--- config.mk ---
export PLATFORM = sky130hd
export DESIGN_NAME = if_fetch_unit
export DESIGN_NICKNAME = d
export VERILOG_FILES = /design/src/rtl/if_fetch_unit_pkg.sv /design/src/rtl/if_pc_gen.sv /design/src/rtl/if_fetch_unit.sv
export SDC_FILE = /design/constraint.sdc
export NUM_CORES = 1
export LEC_CHECK = 0
export ABC_AREA = 0
export CORE_ASPECT_RATIO = 2
export CORE_MARGIN = 4
export CORE_UTILIZATION = 30
export CTS_CLUSTER_DIAMETER = 120
export DETAILED_ROUTE_END_ITERATION = 6
export DONT_BUFFER_PORTS = 1
export PLACE_DENSITY = 0.56
export SLEW_MARGIN = 20
export SYNTH_ARGS = -nofsm -noshare
export SYNTH_HDL_FRONTEND = slang
export SYNTH_SLANG_ARGS = --single-unit
--- constraint.sdc ---
create_clock -name clk -period 2.7 [get_ports clk]
set_clock_uncertainty 0.15 [all_clocks]
set_input_delay 0.54 -clock clk [delete_from_list [all_inputs] [get_ports clk]]
set_output_delay 0.54 -clock clk [all_outputs]
set_load 0.02 [all_outputs]
--- src/rtl/if_fetch_unit_pkg.sv ---
// Shared definitions for the instruction-fetch unit: defaults, FSM encoding and the IF/ID bundle.
package if_pkg;

  localparam int          XLEN         = 32;
  localparam int          WIN_LSB      = 8;
  localparam logic [31:0] PC_STEP      = 32'd4;
  localparam logic [31:0] NOP_WORD_DEF = 32'h0000_0000;

  typedef enum logic [1:0] {
    ST_START  = 2'd0,
    ST_RUN    = 2'd1,
    ST_HALTED = 2'd2
  } fetch_state_e;

  typedef struct packed {
    logic [XLEN-1:0] instr;
    logic [XLEN-1:0] pc;
    logic [XLEN-1:0] pc4;
    logic            valid;
  } ifid_t;

  function automatic logic [XLEN-1:0] align_word(input logic [XLEN-1:0] addr);
    return {addr[XLEN-1:2], 2'b00};
  endfunction

endpackage

--- src/rtl/if_pc_gen.sv ---
// Program counter: register, +4 adder and redirect/advance selection with word-alignment clamp.
module if_pc_gen
  import if_pkg::*;
#(
  parameter logic [31:0] RESET_PC = 32'h0000_0000
) (
  input  logic        clk,
  input  logic        reset_n,
  input  logic        i_load,
  input  logic        i_advance,
  input  logic [31:0] i_target,
  output logic [31:0] o_pc,
  output logic [31:0] o_pc_plus4
);

  logic [31:0] r_pc;
  logic [31:0] w_pc_plus4;

  // Carry out of bit 31 is dropped, so 0xFFFF_FFFC wraps to 0.
  assign w_pc_plus4 = r_pc + PC_STEP;

  always_ff @(posedge clk or negedge reset_n) begin
    // NOTE: state registers use non-blocking assignments so every flop samples pre-edge values.
    if (!reset_n) begin
      r_pc <= align_word(RESET_PC);
    end else if (i_load) begin
      r_pc <= align_word(i_target);
    end else if (i_advance) begin
      r_pc <= w_pc_plus4;
    end
  end

  assign o_pc       = r_pc;
  assign o_pc_plus4 = w_pc_plus4;

endmodule

--- src/rtl/if_fetch_unit.sv ---
// Fetch initiator: drives the ROM address from the PC, runs the START/RUN/HALTED FSM and the IF/ID register.
module if_fetch_unit
  import if_pkg::*;
#(
  parameter logic [31:0] RESET_PC     = 32'h0000_0000,
  parameter logic [23:0] BASE_ADDRESS = 24'd0,
  parameter logic [31:0] NOP_WORD     = NOP_WORD_DEF
) (
  input  logic        clk,
  input  logic        reset_n,
  input  logic        stall_i,
  input  logic        flush_i,
  input  logic        redirect_i,
  input  logic [31:0] redirect_pc_i,
  output logic [31:0] imem_addr_o,
  input  logic [31:0] imem_data_i,
  output logic [31:0] ifid_instr_o,
  output logic [31:0] ifid_pc_o,
  output logic [31:0] ifid_pc4_o,
  output logic        ifid_valid_o,
  output logic        fetch_fault_o
);

  fetch_state_e r_state;
  ifid_t        r_ifid;
  logic         r_fault;

  logic [31:0] w_pc;
  logic [31:0] w_pc_plus4;
  logic        w_in_window;
  logic        w_tgt_in_window;
  logic        w_tgt_misaligned;
  logic        w_pc_load;
  logic        w_pc_advance;

  assign w_in_window      = (w_pc[31:WIN_LSB] == BASE_ADDRESS);
  assign w_tgt_in_window  = (redirect_pc_i[31:WIN_LSB] == BASE_ADDRESS);
  assign w_tgt_misaligned = |redirect_pc_i[1:0];

  // A halted fetcher only restarts on a redirect that lands back inside the ROM window.
  assign w_pc_load    = redirect_i &
                        ((r_state == ST_RUN) || ((r_state == ST_HALTED) && w_tgt_in_window));
  assign w_pc_advance = (r_state == ST_RUN) && !redirect_i && !stall_i && w_in_window;

  if_pc_gen #(
    .RESET_PC (RESET_PC)
  ) u_pc_gen (
    .clk        (clk),
    .reset_n    (reset_n),
    .i_load     (w_pc_load),
    .i_advance  (w_pc_advance),
    .i_target   (redirect_pc_i),
    .o_pc       (w_pc),
    .o_pc_plus4 (w_pc_plus4)
  );

  always_ff @(posedge clk or negedge reset_n) begin
    if (!reset_n) begin
      r_state      <= ST_START;
      r_ifid.instr <= NOP_WORD;
      r_ifid.pc    <= '0;
      r_ifid.pc4   <= '0;
      r_ifid.valid <= 1'b0;
      r_fault      <= 1'b0;
    end else begin
      case (r_state)
        ST_START: r_state <= ST_RUN;

        ST_RUN: begin
          if (redirect_i) begin
            // Wrong-path word already in IF/ID is squashed.
            r_ifid.instr <= NOP_WORD;
            r_ifid.valid <= 1'b0;
            r_fault      <= w_tgt_misaligned;
          end else if (stall_i) begin
            r_fault <= 1'b0;
            if (flush_i) begin
              r_ifid.instr <= NOP_WORD;
              r_ifid.valid <= 1'b0;
            end
          end else if (!w_in_window) begin
            r_state      <= ST_HALTED;
            r_ifid.instr <= NOP_WORD;
            r_ifid.valid <= 1'b0;
            r_fault      <= 1'b1;
          end else begin
            r_ifid.instr <= flush_i ? NOP_WORD : imem_data_i;
            r_ifid.pc    <= w_pc;
            r_ifid.pc4   <= w_pc_plus4;
            r_ifid.valid <= !flush_i;
            r_fault      <= 1'b0;
          end
        end

        ST_HALTED: begin
          if (redirect_i && w_tgt_in_window) begin
            r_state <= ST_RUN;
            r_fault <= w_tgt_misaligned;
          end
        end

        default: r_state <= ST_START;
      endcase
    end
  end

  assign imem_addr_o   = w_pc;
  assign ifid_instr_o  = r_ifid.instr;
  assign ifid_pc_o     = r_ifid.pc;
  assign ifid_pc4_o    = r_ifid.pc4;
  assign ifid_valid_o  = r_ifid.valid;
  assign fetch_fault_o = r_fault;

endmodule

==> summary.md <==
| Metric | Value |
|---|---|
| Synthesized-area fraction occupied by and/or/nand/nor cells | `12.8%` |
| Maximum clock rate | `409 MHz` |
| Routed length on met3 | `840 um` |
| Cells after Synth | `353` |
| Switching Fraction | `32.2%` |
| Top routing layer in use | `met4` |
| Level count of the clock H-tree | `4` |
| Wire length of the first global-routing pass | `18600 um` |
| Fraction of the cycle the final worst path needs | `90.5%` |
| Multiplexer share of the synthesized area | `7.05%` |
| Height of the chip | `186 um` |
| Post-detailed-route count of antenna-violating nets | `0` |
| Fraction of final layout cells sized beyond drive strength 1 | `19.4%` |
| Number of warnings reported in the yosys synthesis log | `0` |
| Distinct cell type count after synthesis | `39` |
| Relative slew slack | `66.9%` |
| Number of synthesized flops with an enable pin | `0` |
| Clock tree from TritonCTS | `yes` |
| Row Count | `65` |
| Total length of routed met2 wires | `6620 um` |
| Setup Total Neg Slack | `0 ns` |
| Endpoint type of the worst setup path | `flop` |
| Startpoint kind of the worst setup timing path | `flop` |
| Synthesized area per cell | `13.5 um2` |
| Count of maximum capacitance violations | `0` |
| Most instantiated library cell after synthesis | `sky130_fd_sc_hd__dfrtp_1` |
| Final net count | `434` |
| Largest stage delay, worst path | `0.47 ns` |
| Post-route DRC | `0` |
| Share of power burned in combinational logic | `12.0%` |
| Xor-xnor portion of the synthesized cell area | `1.65%` |
| Number of antenna violations at the first check in global routing | `0` |
| Total Power | `0.00569 W` |
| Cell type of the slowest stage on the worst timing path | `sky130_fd_sc_hd__dfrtp_1` |
| Flops & latches, synth | `126` |
| Commonest cells in the synthesized netlist | `126 x sky130_fd_sc_hd__dfrtp_1, 49 x sky130_fd_sc_hd__nor2b_1, 32 x sky130_fd_sc_hd__a22o_1` |
| HPWL after detailed placement | `8740 um` |
| Clk_lat worst skew | `0.41 ns` |
| Cell internal power dissipation | `0.00386 W` |
| Clock Root Buffer | `sky130_fd_sc_hd__clkbuf_16` |
| Weighted congestion reported at the end of routability-driven placement | `0.768` |
| Hold Path Class | `input pin to async pin` |
| Number of global-route vias before repair | `3026` |
| Antenna diode count | `0` |
| Die Outline Area | `0.0181 mm2` |
| Number of pins exceeding their max-slew limit in the final report | `0` |
| Sequential power share | `48.8%` |
| Number of gates resized after CTS | `0` |
| Largest area contributor in the netlist | `sky130_fd_sc_hd__dfrtp_1` |
| Netlist area before placement | `0.00478 mm2` |
| Share of the synthesized area in compound gates (AO/OA/AOI/OAI) | `9.09%` |
| Core region area | `0.0157 mm2` |
| Crit-path cells | `nor4_1, nand4_1, buf_4, nor4_4, buf_4, a22o_1` |
| Switching power total | `0.00183 W` |
| Buffers added on ports | `0` |
| Via density | `4.88` |
| Failing checks | `hold timing` |
| Number of primary I/O pins | `199` |
| Sum of overflow across all layers after global routing | `0` |
| Met1 routed wirelength after detailed routing | `4200 um` |
| Predominant post-synthesis flop cell | `sky130_fd_sc_hd__dfrtp_1` |
| Proportion of netlist area held by the largest area contributor | `66.0%` |
| TritonCTS buffer count | `17` |
| Proportion of register bits with asynchronous set or reset after synthesis | `100%` |
| Sequential element share of the synthesized area | `66.0%` |
| Count of placed standard cells in the final layout, fillers left out | `578` |
| Layout overhead on the synthesized area | `17.6%` |
| Slew @ Worst Pin | `0.492 ns` |
| RSZ-0062 raised after global routing | `no` |
| Number of clock sinks | `126` |
| Placed Instances | `546` |
| Highest fanout seen on the critical path | `27` |
| First-pass DRT Iterations | `5` |
| Average wire length per cell after detail routing | `20.8 um` |
| Most used cell along the critical path | `sky130_fd_sc_hd__buf_4` |
| Longest Clk Path Bufs | `2` |
| Effective utilization at floorplan | `30.4%` |
| Time the final worst path needs with I/O delays and setup | `2.44 ns` |
| Share of synthesized cell area in full adder, half adder and majority cells | `0.262%` |
| Largest family of logic cells by synthesized area | `simple AND/OR/NAND/NOR gates` |
| Die outline width | `97.2 um` |
| R2R setup slack | `0.26 ns` |
| Relative contribution of the clock network to total power | `39.2%` |
| Final Setup Violations | `0` |
| Worst-case hold slack | `-0.323 ns` |
| Worst Setup Path Type | `flop to flop` |
| Maximum number of pins on one net before global-route repair | `127` |
| Worst endpoint data arrival time | `2.63 ns` |
| Detailed router's first-iteration violation count | `90` |
| Clock slew at reported path FFs | `0.06 ns` |
| Vias after detailed routing | `2819` |
| Total routing usage reported by global routing | `13.4%` |
| Cell types occupying the most area after synthesis | `sky130_fd_sc_hd__dfrtp_1 66%, sky130_fd_sc_hd__mux2_2 6.6%, sky130_fd_sc_hd__nor2b_1 6.4%` |
| Required time of the critical path | `2.89 ns` |
| Maximum vdd drop | `0.000528 V` |
| Hold Vio Cnt, Final | `126` |
| Routed Wire Length | `12000 um` |
| Power density over the cells | `1010 mW/mm2` |
| Leak Pwr | `2.61 nW` |
| Result of the run | `finished with violations` |
==> power groups by stage <==
stage,clock (W),combinational (W),sequential (W)
3_5_place_dp,0,0.000691,0.00282
3_3_place_gp,0,0.000663,0.00282
2_1_floorplan,0,0.000570,0.00269
4_1_cts,0.00231,0.000692,0.00279
5_1_grt,0.00239,0.000772,0.00283
6_report,0.00223,0.000681,0.00278
==> layout make-up <==
cell class              count  area [um2]
clock inverters            14         145
multi-input cells         207        1510
inverters                   3        11.3
repair buffers              9         105
fillers                  1525       10100
flip-flops and latches    126        3150
clock buffers              18         439
well taps                 201         251
==> sequential cells by signal, summed over array words and instances, names as in the netlist <==
| register | cells |
|---|---|
| ifid_instr_o | 32 |
| ifid_pc4_o | 30 |
| ifid_pc_o | 30 |
| u_pc_gen.o_pc | 30 |
| r_state | 2 |
| fetch_fault_o | 1 |
| ifid_valid_o | 1 |
==> critical path, delay by kind of cell (launching register included) <==
kind | cells | cell delay (ns)
and+or+nand+nor | 3 | 0.97
AOI/OAI and AO/OA | 1 | 0.20
DFF | 1 | 0.47
buffers and inverters | 2 | 0.58
==> cells by family (layout without fill, tap and decap cells) <==
group / count (synthesis) / after routing
AOI/OAI and AO/OA: 56 / 56
xor gates and xnor gates: 9 / 9
adders and majority gates: 1 / 1
buffers and inverters: 25 / 44
DFF: 126 / 126
muxes: 30 / 30
other: 1 / 6
and+or+nand+nor: 105 / 105
==> cell usage in the layout (no fill, tap or decap), types with 3 or more instances in the layout <==
cell type,count
sky130_fd_sc_hd__o21ai_0,10
sky130_fd_sc_hd__a21oi_1,7
sky130_fd_sc_hd__mux2_2,28
sky130_fd_sc_hd__nor2b_1,49
sky130_fd_sc_hd__clkinv_2,4
sky130_fd_sc_hd__nor2_1,9
sky130_fd_sc_hd__dfrtp_1,126
sky130_fd_sc_hd__nand4_1,3
sky130_fd_sc_hd__nand2b_1,3
sky130_fd_sc_hd__clkinvlp_4,4
sky130_fd_sc_hd__clkbuf_16,17
sky130_fd_sc_hd__a22o_1,32
sky130_fd_sc_hd__clkinv_4,4
sky130_fd_sc_hd__conb_1,6
sky130_fd_sc_hd__xnor2_1,7
sky130_fd_sc_hd__nor3_1,4
sky130_fd_sc_hd__nor4_1,10
sky130_fd_sc_hd__buf_12,3
sky130_fd_sc_hd__buf_4,6
sky130_fd_sc_hd__inv_1,3
sky130_fd_sc_hd__nand2_1,15
==> stage by stage <==
step	area, um2	util, %	setup slack (ns)
after global placement	5030	32.1	0.195
after global routing	5620	35.8	0.114
final	5620	35.8	0.256
after detailed placement	5030	32.1	0.197
after CTS	5620	35.8	0.180
after floorplan	4800	-	0.410
==> per-layer routing <==
metal | track usage, % | vias to the layer above
met4 | 7.20 | 0
met3 | 4.68 | 17
li1 | - | 1252
met2 | 23.3 | 127
met5 | 0 | -
met1 | 14.0 | 1423
==> final timing paths <==
check | depth (start not counted) | endpoint | startpoint
max in group asynchronous | 0 | ifid_pc4_o[16]$_DFFE_PN0P_ | reset_n
worst max-delay path | 6 | ifid_instr_o[28]$_DFFE_PN0P_ | u_pc_gen.o_pc[29]$_DFFE_PN0P_
worst max register to register | 6 | ifid_instr_o[28]$_DFFE_PN0P_ | u_pc_gen.o_pc[29]$_DFFE_PN0P_
worst min register to register | 1 | r_state[0]$_DFFE_PN0P_ | r_state[0]$_DFFE_PN0P_
worst min-delay path | 0 | u_pc_gen.o_pc[23]$_DFFE_PN0P_ | reset_n
min in group clk | 2 | u_pc_gen.o_pc[2]$_DFFE_PN0P_ | redirect_pc_i[2]
==> timing repair <==
action	in CTS	in global routing
endpoints found under the setup margin	0	0
hold endpoints to repair	126	126
setup buffers	0	0
(Power assumes the default switching activity.)
